`config.mk`:
```
export PLATFORM = sky130hd
export DESIGN_NAME = operate_execute_unit
export DESIGN_NICKNAME = d
export VERILOG_FILES = /design/src/rtl/operate_execute_unit.sv
export SDC_FILE = /design/constraint.sdc
export NUM_CORES = 1
export LEC_CHECK = 0
export BUFFER_PORTS_ARGS = -buffer_cell sky130_fd_sc_hd__buf_4
export CAP_MARGIN = 20
export CORE_MARGIN = 3
export CORE_UTILIZATION = 51
export CTS_BUF_LIST = sky130_fd_sc_hd__clkbuf_2
export CTS_CLUSTER_DIAMETER = 150
export CTS_CLUSTER_SIZE = 16
export DETAILED_ROUTE_END_ITERATION = 8
export PLACE_DENSITY = 0.91
export SYNTH_ARGS = -nofsm -noshare
export SYNTH_HDL_FRONTEND = slang
export SYNTH_SLANG_ARGS = --single-unit
```
`constraint.sdc`:
```
create_clock -name clk -period 2 [get_ports clk]
set_input_delay 0.4 -clock clk [delete_from_list [all_inputs] [get_ports clk]]
set_output_delay 0.4 -clock clk [all_outputs]
set_load 0.01 [all_outputs]
```
`src/rtl/operate_execute_unit.sv`:
```
// -----------------------------------------------------------------------------
// operate_execute_unit
//
// Executes one PDP-8 Operate (opcode 7) instruction per accepted start.
// The instruction, AC and L are captured and presented to an external
// combinational micro-instruction decoder. One cycle later the decoder
// results are sampled. The Group 2 post-skip actions (CLA, OSR, HLT) are then
// applied, and the next AC, L and PC are registered for the main sequencer.
//
// Ports:
//   clk, reset            clock, synchronous active-high reset
//   start                 one-cycle request; taken only in IDLE when not halted
//   instr, pc_in, ac_in,  instruction word, its PC, current AC / link,
//   l_in, switch_reg      front-panel switch register
//   clear_halt            clears the sticky halt flag
//   dec_i_reg/ac/l        registered instr[8:0], AC and link to the decoder
//   ac_micro, l_micro,    decoder results
//   skip, micro_g1..g3
//   ac_out, l_out, pc_out results, valid with done and held until the next done
//   busy                  high outside IDLE
//   done                  one-cycle completion pulse
//   halt                  sticky, set by HLT
//   illegal, unsupported  pulse with done for a non-operate opcode / Group 3
// -----------------------------------------------------------------------------
module operate_execute_unit #(
  parameter int WORD_W   = 12,
  parameter int DEC_IR_W = 9
) (
  input  logic                clk,
  input  logic                reset,
  input  logic                start,
  input  logic [WORD_W-1:0]   instr,
  input  logic [WORD_W-1:0]   pc_in,
  input  logic [WORD_W-1:0]   ac_in,
  input  logic                l_in,
  input  logic [WORD_W-1:0]   switch_reg,
  input  logic                clear_halt,
  output logic [DEC_IR_W-1:0] dec_i_reg,
  output logic [WORD_W-1:0]   dec_ac_reg,
  output logic                dec_l_reg,
  input  logic [WORD_W-1:0]   ac_micro,
  input  logic                l_micro,
  input  logic                skip,
  input  logic                micro_g1,
  input  logic                micro_g2,
  input  logic                micro_g3,
  output logic [WORD_W-1:0]   ac_out,
  output logic                l_out,
  output logic [WORD_W-1:0]   pc_out,
  output logic                busy,
  output logic                done,
  output logic                halt,
  output logic                illegal,
  output logic                unsupported
);

  typedef enum logic [1:0] {
    S_IDLE   = 2'd0,
    S_DECODE = 2'd1,
    S_APPLY  = 2'd2,
    S_DONE   = 2'd3
  } state_t;

  state_t              state_q, state_d;

  logic [WORD_W-1:0]   ir_q, pc_q, ac_q, sw_q;
  logic                l_q;
  logic [WORD_W-1:0]   ac_out_q, pc_out_q;
  logic                l_out_q;
  logic                busy_q, done_q, halt_q, illegal_q, unsupported_q;
  logic                hlt_pend_q;

  logic                accept_s;
  logic                halt_d;
  logic [WORD_W-1:0]   res_ac_s, res_pc_s, g2_ac_s, pc_inc1_s, pc_inc2_s;
  logic                res_l_s, res_ill_s, res_uns_s, res_hlt_s;

  // A clear_halt arriving with start is honoured first, so start is taken.
  assign accept_s = (state_q == S_IDLE) && start && (!halt_q || clear_halt);

  // Next-state logic for the fixed four-step sequence.
  always_comb begin
    state_d = state_q;
    case (state_q)
      S_IDLE: begin
        if (accept_s) state_d = S_DECODE;
        else          state_d = S_IDLE;
      end
      S_DECODE: state_d = S_APPLY;
      S_APPLY:  state_d = S_DONE;
      S_DONE:   state_d = S_IDLE;
      default:  state_d = S_IDLE;
    endcase
  end

  // Result computation; only meaningful while in APPLY.
  always_comb begin
    pc_inc1_s = pc_q + {{(WORD_W-2){1'b0}}, 2'd1};
    pc_inc2_s = pc_q + {{(WORD_W-2){1'b0}}, 2'd2};
    res_ac_s  = ac_q;
    res_l_s   = l_q;
    res_pc_s  = pc_inc1_s;
    res_ill_s = 1'b0;
    res_uns_s = 1'b0;
    res_hlt_s = 1'b0;
    g2_ac_s   = ac_q;
    if (ir_q[WORD_W-1:WORD_W-3] != 3'b111) begin
      res_ill_s = 1'b1;
    end else if (micro_g1) begin
      res_ac_s = ac_micro;
      res_l_s  = l_micro;
    end else if (micro_g2) begin
      // Skip was evaluated by the decoder on the pre-CLA AC.
      if (skip) res_pc_s = pc_inc2_s;
      else      res_pc_s = pc_inc1_s;
      if (ir_q[7]) g2_ac_s = {WORD_W{1'b0}};
      else         g2_ac_s = ac_q;
      if (ir_q[2]) res_ac_s = g2_ac_s | sw_q;
      else         res_ac_s = g2_ac_s;
      res_hlt_s = ir_q[1];
    end else begin
      // Group 3, or no group flag at all: executed as a NOP.
      res_uns_s = 1'b1;
    end
  end

  // Sticky halt: setting by HLT wins over a simultaneous clear.
  always_comb begin
    halt_d = halt_q;
    if ((state_q == S_DONE) && hlt_pend_q) halt_d = 1'b1;
    else if (clear_halt)                    halt_d = 1'b0;
    else                                    halt_d = halt_q;
  end

  // State, operand capture, result and status registers.
  always_ff @(posedge clk) begin
    if (reset) begin
      state_q       <= S_IDLE;
      ir_q          <= {WORD_W{1'b0}};
      pc_q          <= {WORD_W{1'b0}};
      ac_q          <= {WORD_W{1'b0}};
      sw_q          <= {WORD_W{1'b0}};
      l_q           <= 1'b0;
      ac_out_q      <= {WORD_W{1'b0}};
      pc_out_q      <= {WORD_W{1'b0}};
      l_out_q       <= 1'b0;
      busy_q        <= 1'b0;
      done_q        <= 1'b0;
      halt_q        <= 1'b0;
      illegal_q     <= 1'b0;
      unsupported_q <= 1'b0;
      hlt_pend_q    <= 1'b0;
    end else begin
      state_q       <= state_d;
      busy_q        <= (state_d != S_IDLE);
      done_q        <= (state_q == S_APPLY);
      illegal_q     <= (state_q == S_APPLY) && res_ill_s;
      unsupported_q <= (state_q == S_APPLY) && res_uns_s;
      halt_q        <= halt_d;
      if (accept_s) begin
        ir_q <= instr;
        pc_q <= pc_in;
        ac_q <= ac_in;
        l_q  <= l_in;
        sw_q <= switch_reg;
      end
      if (state_q == S_APPLY) begin
        ac_out_q   <= res_ac_s;
        l_out_q    <= res_l_s;
        pc_out_q   <= res_pc_s;
        hlt_pend_q <= res_hlt_s;
      end else if (state_q == S_DONE) begin
        hlt_pend_q <= 1'b0;
      end
    end
  end

  assign dec_i_reg   = ir_q[DEC_IR_W-1:0];
  assign dec_ac_reg  = ac_q;
  assign dec_l_reg   = l_q;
  assign ac_out      = ac_out_q;
  assign l_out       = l_out_q;
  assign pc_out      = pc_out_q;
  assign busy        = busy_q;
  assign done        = done_q;
  assign halt        = halt_q;
  assign illegal     = illegal_q;
  assign unsupported = unsupported_q;

endmodule

```
### Yosys cells after proc, flatten, opt, wreduce, memory -nomap -nowiden

Cells that the tools add are included.

* input bits: 70
* register bits after elaboration: 82
* output and inout port bits: 52
* word-level logic and storage cells: 60

* bitwise logic cells: 1
* equality and inequality tests: 4
* reductions and logical operators: 11
* $add $sub $neg: 2
* muxes and demuxes: 27

Operators with widths (number)
* 2-to-1 mux 12 bit: 12
* 2-to-1 mux 1 bit: 14
* adder 12 x 1 -> 12 bit (second input constant): 1
* adder 12 x 2 -> 12 bit (second input constant): 1
* OR 12 bit: 1
* one-hot mux 2 bit (4 select lines): 1
* nonzero test 2 bit: 3
* logical AND 1 bit: 5
* == test 2 bit (second input constant): 2
* inequality test 3 bit (second input constant): 1
* == test 2 x 1 -> 1 bit (second input constant): 1
* zero test 2 bit: 1
* zero test 1 bit: 1
* logical OR 1 bit: 1

### Longest topological paths before layout

* depth after elaboration: 9
* gate-level depth with buffers: 8
* mapped depth without buffers: 6

### Worst setup path after synthesis

Ideal clock, no wire load.

* kind: register to register
* from: register pc_q[2]
* to: register pc_out_q[11] (netlist: pc_out[11])
* data arrival time: 1607 ps
* library setup time: 91 ps
* path buffers: 0
* path slack: 302 ps
* cell stages (with the launch flop): 6
* period minus slack after synthesis: 1698 ps
* data required time: 1909 ps
* cells stage by stage: dfxtp_1 -> ha_1 -> nand4_1 -> or3_1 -> or3_1 -> a311oi_1

* longest elaborated chain between the ends: 5
* elaborated cells between the ends (all ways): 6
* classes of those cells: add/sub: 2; mux: 4

Ends and longest elaborated chain
* start: declaration: line 66 `logic [WORD_W-1:0] ir_q, pc_q, ac_q, sw_q;`
* start signal: assignment: line 140 `pc_q <= {WORD_W{1'b0}};`
* start signal: assignment: line 162 `pc_q <= pc_in;`
* adder 12 x 1 -> 12 bit / adder 12 x 2 -> 12 bit (equally long branches): line 98, 99
* 2-to-1 mux 12 bit: line 114 `if (skip) res_pc_s = pc_inc2_s;`
* 2-to-1 mux 12 bit: line 112 `end else if (micro_g2) begin`
* 2-to-1 mux 12 bit: line 109 `end else if (micro_g1) begin`
* 2-to-1 mux 12 bit (*): line 107 `if (ir_q[WORD_W-1:WORD_W-3] != 3'b111) begin`
* end signal: assignment: line 145 `pc_out_q <= {WORD_W{1'b0}};`
* end signal: assignment: line 170 `pc_out_q <= res_pc_s;`
* end: declaration: line 68 `logic [WORD_W-1:0] ac_out_q, pc_out_q;`

Mark *: on every way between the ends. The rest lies on a longest branch, timed or not.
A chain may end at the register's enable or synchronous reset.

### Worst setup path after layout

* from: register pc_q[1]
* to: register pc_out_q[11] (netlist: pc_out[11])

The elaborated chain is that of the path after synthesis.

==> results.md <==
- For this design the static power due to leakage is 1.877 nW.
- In this run the worst hold path is classified as primary input to flip-flop.
- Yosys mapped a number of flops with a built-in enable equal to 0.
- IR analysis of the VDD net gives a maximum drop of 598.3 uV.
- The cell count after synthesis came out at 434.
- The antenna diode count is 0.
- The worst max-slew margin expressed relative to the limit is 0.6056.
- The I/O pin total is 122.
- The leading area contributor after synthesis is sky130_fd_sc_hd__dfxtp_1.
- The half-perimeter wire length after placement is 6743 um.
- The clock period could shrink to 1.868 ns.
- The number of antenna violations at the first check in global routing is 0.
- The achievable frequency is 535.3 MHz.
- The number of buffers added by the clock tree synthesis step is 9.
- The average instance in the mapped netlist occupies 7.992 um2.
- The deepest level of the CTS H-tree is 3.
- The count of buffers inserted at the top-level ports is 120.
- The initial utilization of the core area, before any placement, comes to 0.5370.
- By startpoint and endpoint, the worst setup path is classified as flip-flop to flip-flop.
- The first global-routing pass estimated 14680 um of wire.
- The number of buffers between clock root and the deepest sink is 2.
- For the pin with the worst max-slew slack, the measured transition is 0.5916 ns.
- Entering global routing, the biggest net connects 36 pins.
- The master cell of the clock root buffer is sky130_fd_sc_hd__clkbuf_2.
- The floorplan core area is 0.006459 mm2.
- The number of different library cells in the post-synthesis netlist is 43.
- For this run, the total global-route usage over all layers was measured as 0.2358.
- The pre-antenna-repair detailed-routing pass consisted of 4 iterations.
- The number of fillers in the final layout is 504.
- The critical-path maximum fanout is 6.
- The routability-driven placement congestion ratio is 0.8990.
- After clock tree synthesis, the clock-pin slew on the worst setup and hold paths is 0.26 ns.
- The area enclosed by the die boundary is 0.007826 mm2.
- The die extent in x is 88.47 um.
- On the final layout, the worst hold slack is 0.06823 ns.
- For this design, the sink count on the clock tree is 82.
- The portion of total power attributed to combinational logic is 0.193.
- The net load switching power is 1.045 mW.
- By count the netlist is led by 120 x sky130_fd_sc_hd__nand2_1, 82 x sky130_fd_sc_hd__dfxtp_1, 55 x sky130_fd_sc_hd__a21oi_1.
- In this run, post-CTS hold repair placed 0 buffers.
- Of the available clock period, the critical path in the final layout requires 0.9341.
- The fraction of power consumed by sequential logic is 0.506.
- The finished layout cell area is 0.004544 mm2.
- Once the clock tree was built, the resizer swapped 0 gates to a different size.
- The DRC violation total after the first TritonRoute iteration is 207.
- Across the routed clock network, the largest skew measured is 0.04421 ns.
- The overall routed net length is 9182 um.
- In this run the remaining antenna-violating nets after routing total 0.
- Setup repair after global routing left no endpoint under its margin.
- The via count of the routed design is 3393.
- The count of pins over their slew limit is 0.
- For this run, design rule violations remaining after detail routing come to 0.
- After synthesis the netlist holds a flip-flop and latch count of 82.
- The post-route setup TNS is 0 ns.
- For the worst-skew pair, the clock arrives at the later sink with an insertion delay of 0.53 ns.
- The run finished with clean final reports.
- The post-synthesis sequential area ratio is 0.4733.
- The via count of the first global-routing pass is 3248.
- The kind of start point of the critical path is a flip-flop.
- The synthesized area is 0.003468 mm2.
- After detailed placement, the total cell area comes to 0.004383 mm2.
- The final layout contains 613 nets.
- Across the run, the number of max-cap violations was 0.
- Once layout is complete, the utilization of the core stands at 0.7036.
- Ranked by total cell area, the synthesized netlist is headed by sky130_fd_sc_hd__dfxtp_1 47%, sky130_fd_sc_hd__nand2_1 13%, sky130_fd_sc_hd__a21oi_1 7.9%, sky130_fd_sc_hd__a311oi_1 4.3%, sky130_fd_sc_hd__nor2_1 2.7%.
- In this run the post-CTS setup repair buffer count came out at 0.
- The internal cell power is 2.664 mW.
- The number of warnings issued by yosys is 0.
- For this design the ratio of total power to cell area is 816.2 mW/mm2.
- Of the total power, the share spent switching nets is 0.2818.
- The floorplan row count is 29.
- The share of power burned in the clock network is 0.301.
- STA puts the critical path data required time at 2.41 ns.
- The remaining global-route overflow is 0.
- The data arrival time at the worst-slack endpoint is 2.28 ns.
- Setup violations remaining at the end of the flow were counted as 0.
- The number of nets handed over by synthesis was 509.
- Using the TritonRoute via totals, the vias-per-cell ratio works out to 5.473.
- The share of async-settable or async-resettable flops after synthesis is 0.
- The number of failing hold endpoints at the final stage is 0.
- Among all flip-flop cells after synthesis, the most frequent one is sky130_fd_sc_hd__dfxtp_1.
- The most used standard cell by instance count after synthesis is sky130_fd_sc_hd__nand2_1.
- The average wire per standard cell is 14.81 um.
- The area added between synthesis and finish is 31.02%.
- In the final layout, the share of cells above drive strength 1 is 0.2855.
- The floorplan step set the die height to 88.47 um.
- TritonCTS built the clock tree.
- STA classifies the critical path endpoint as a flip-flop.
- The share of synthesized area in the top cell type comes to 0.4733.
==> worst paths after layout <==
kind                   startpoint                       to  slack, ns  depth (start not counted)
max          pc_q[1]$_SDFFE_PP0P_  pc_out[11]$_SDFFE_PP0P_       0.13                          5
min                 switch_reg[9]     sw_q[9]$_SDFFE_PP0P_       0.07                          3
max reg2reg  pc_q[1]$_SDFFE_PP0P_  pc_out[11]$_SDFFE_PP0P_       0.13                          5
min reg2reg  sw_q[2]$_SDFFE_PP0P_   ac_out[2]$_SDFFE_PP0P_       0.46                          2
==> layout by cell type, fill, tap and decap left out, drive strengths merged, types with 4 or more instances in the layout <==
cell / count
or3: 4
clkbuf: 9
ha: 5
nor2: 25
a22oi: 12
o211ai: 4
nand3: 7
nand2: 120
nor3: 4
a21o: 4
buf: 133
dfxtp: 82
and3: 5
o21ai: 7
a311oi: 17
inv: 7
a21oi: 55
nand2b: 5
nand4: 4
==> power groups by stage <==
stage,combinational [mW],clock (mW),sequential (mW)
6_report,0.715,1.12,1.88
5_1_grt,0.796,1.20,1.90
3_5_place_dp,0.717,0,1.91
2_1_floorplan,0.362,0,1.92
3_3_place_gp,0.695,0,1.90
4_1_cts,0.719,1.13,1.88
==> cell type report <==
class                      instances  area, um2  share of cell area
tap                               77      96.34             0.02120
multi-input combinational        306       1624              0.3574
sequential                        82       1642              0.3612
clock inverter                     7      116.4             0.02561
clock buffer                       9      45.04            0.009912
inverter                           6      22.52            0.004956
timing repair buffer             133      998.5              0.2197
==> kinds of logic after synthesis <==
group | after synthesis | share of synthesized area
fa+ha+maj | 5 | 0.01804
compound gates | 111 | 0.2053
xor+xnor | 1 | 0.002526
buf+inv | 46 | 0.06097
flops | 82 | 0.4733
simple gates | 187 | 0.2341
mux | 2 | 0.005772
==> critical path, stage by stage (launching register included) <==
cell                       delay, ns
sky130_fd_sc_hd__dfxtp_1        0.47
sky130_fd_sc_hd__ha_1           0.26
sky130_fd_sc_hd__nand4_1        0.16
sky130_fd_sc_hd__or3_1          0.35
sky130_fd_sc_hd__or3_1          0.31
sky130_fd_sc_hd__a311oi_1       0.24
==> metrics by stage <==
step	worst slack (ns)	cells	power [mW]
floorplan	0.3017	434	2.286
global placement	0.2274	604	2.596
detailed placement	0.1833	604	2.626
CTS	0.1356	620	3.720
global route	0.02578	620	3.893
finish	0.1318	620	3.709
==> metal layers <==
layer  up-vias  routed length [um]  global-route usage
met3        17                 586             0.05493
met5         -                   0                   0
met1      1569                3832              0.2862
met4         0                 153             0.09203
li1       1698                   -                   -
met2       109                4610              0.4045
No activity file was read; power rests on OpenSTA's default activity.
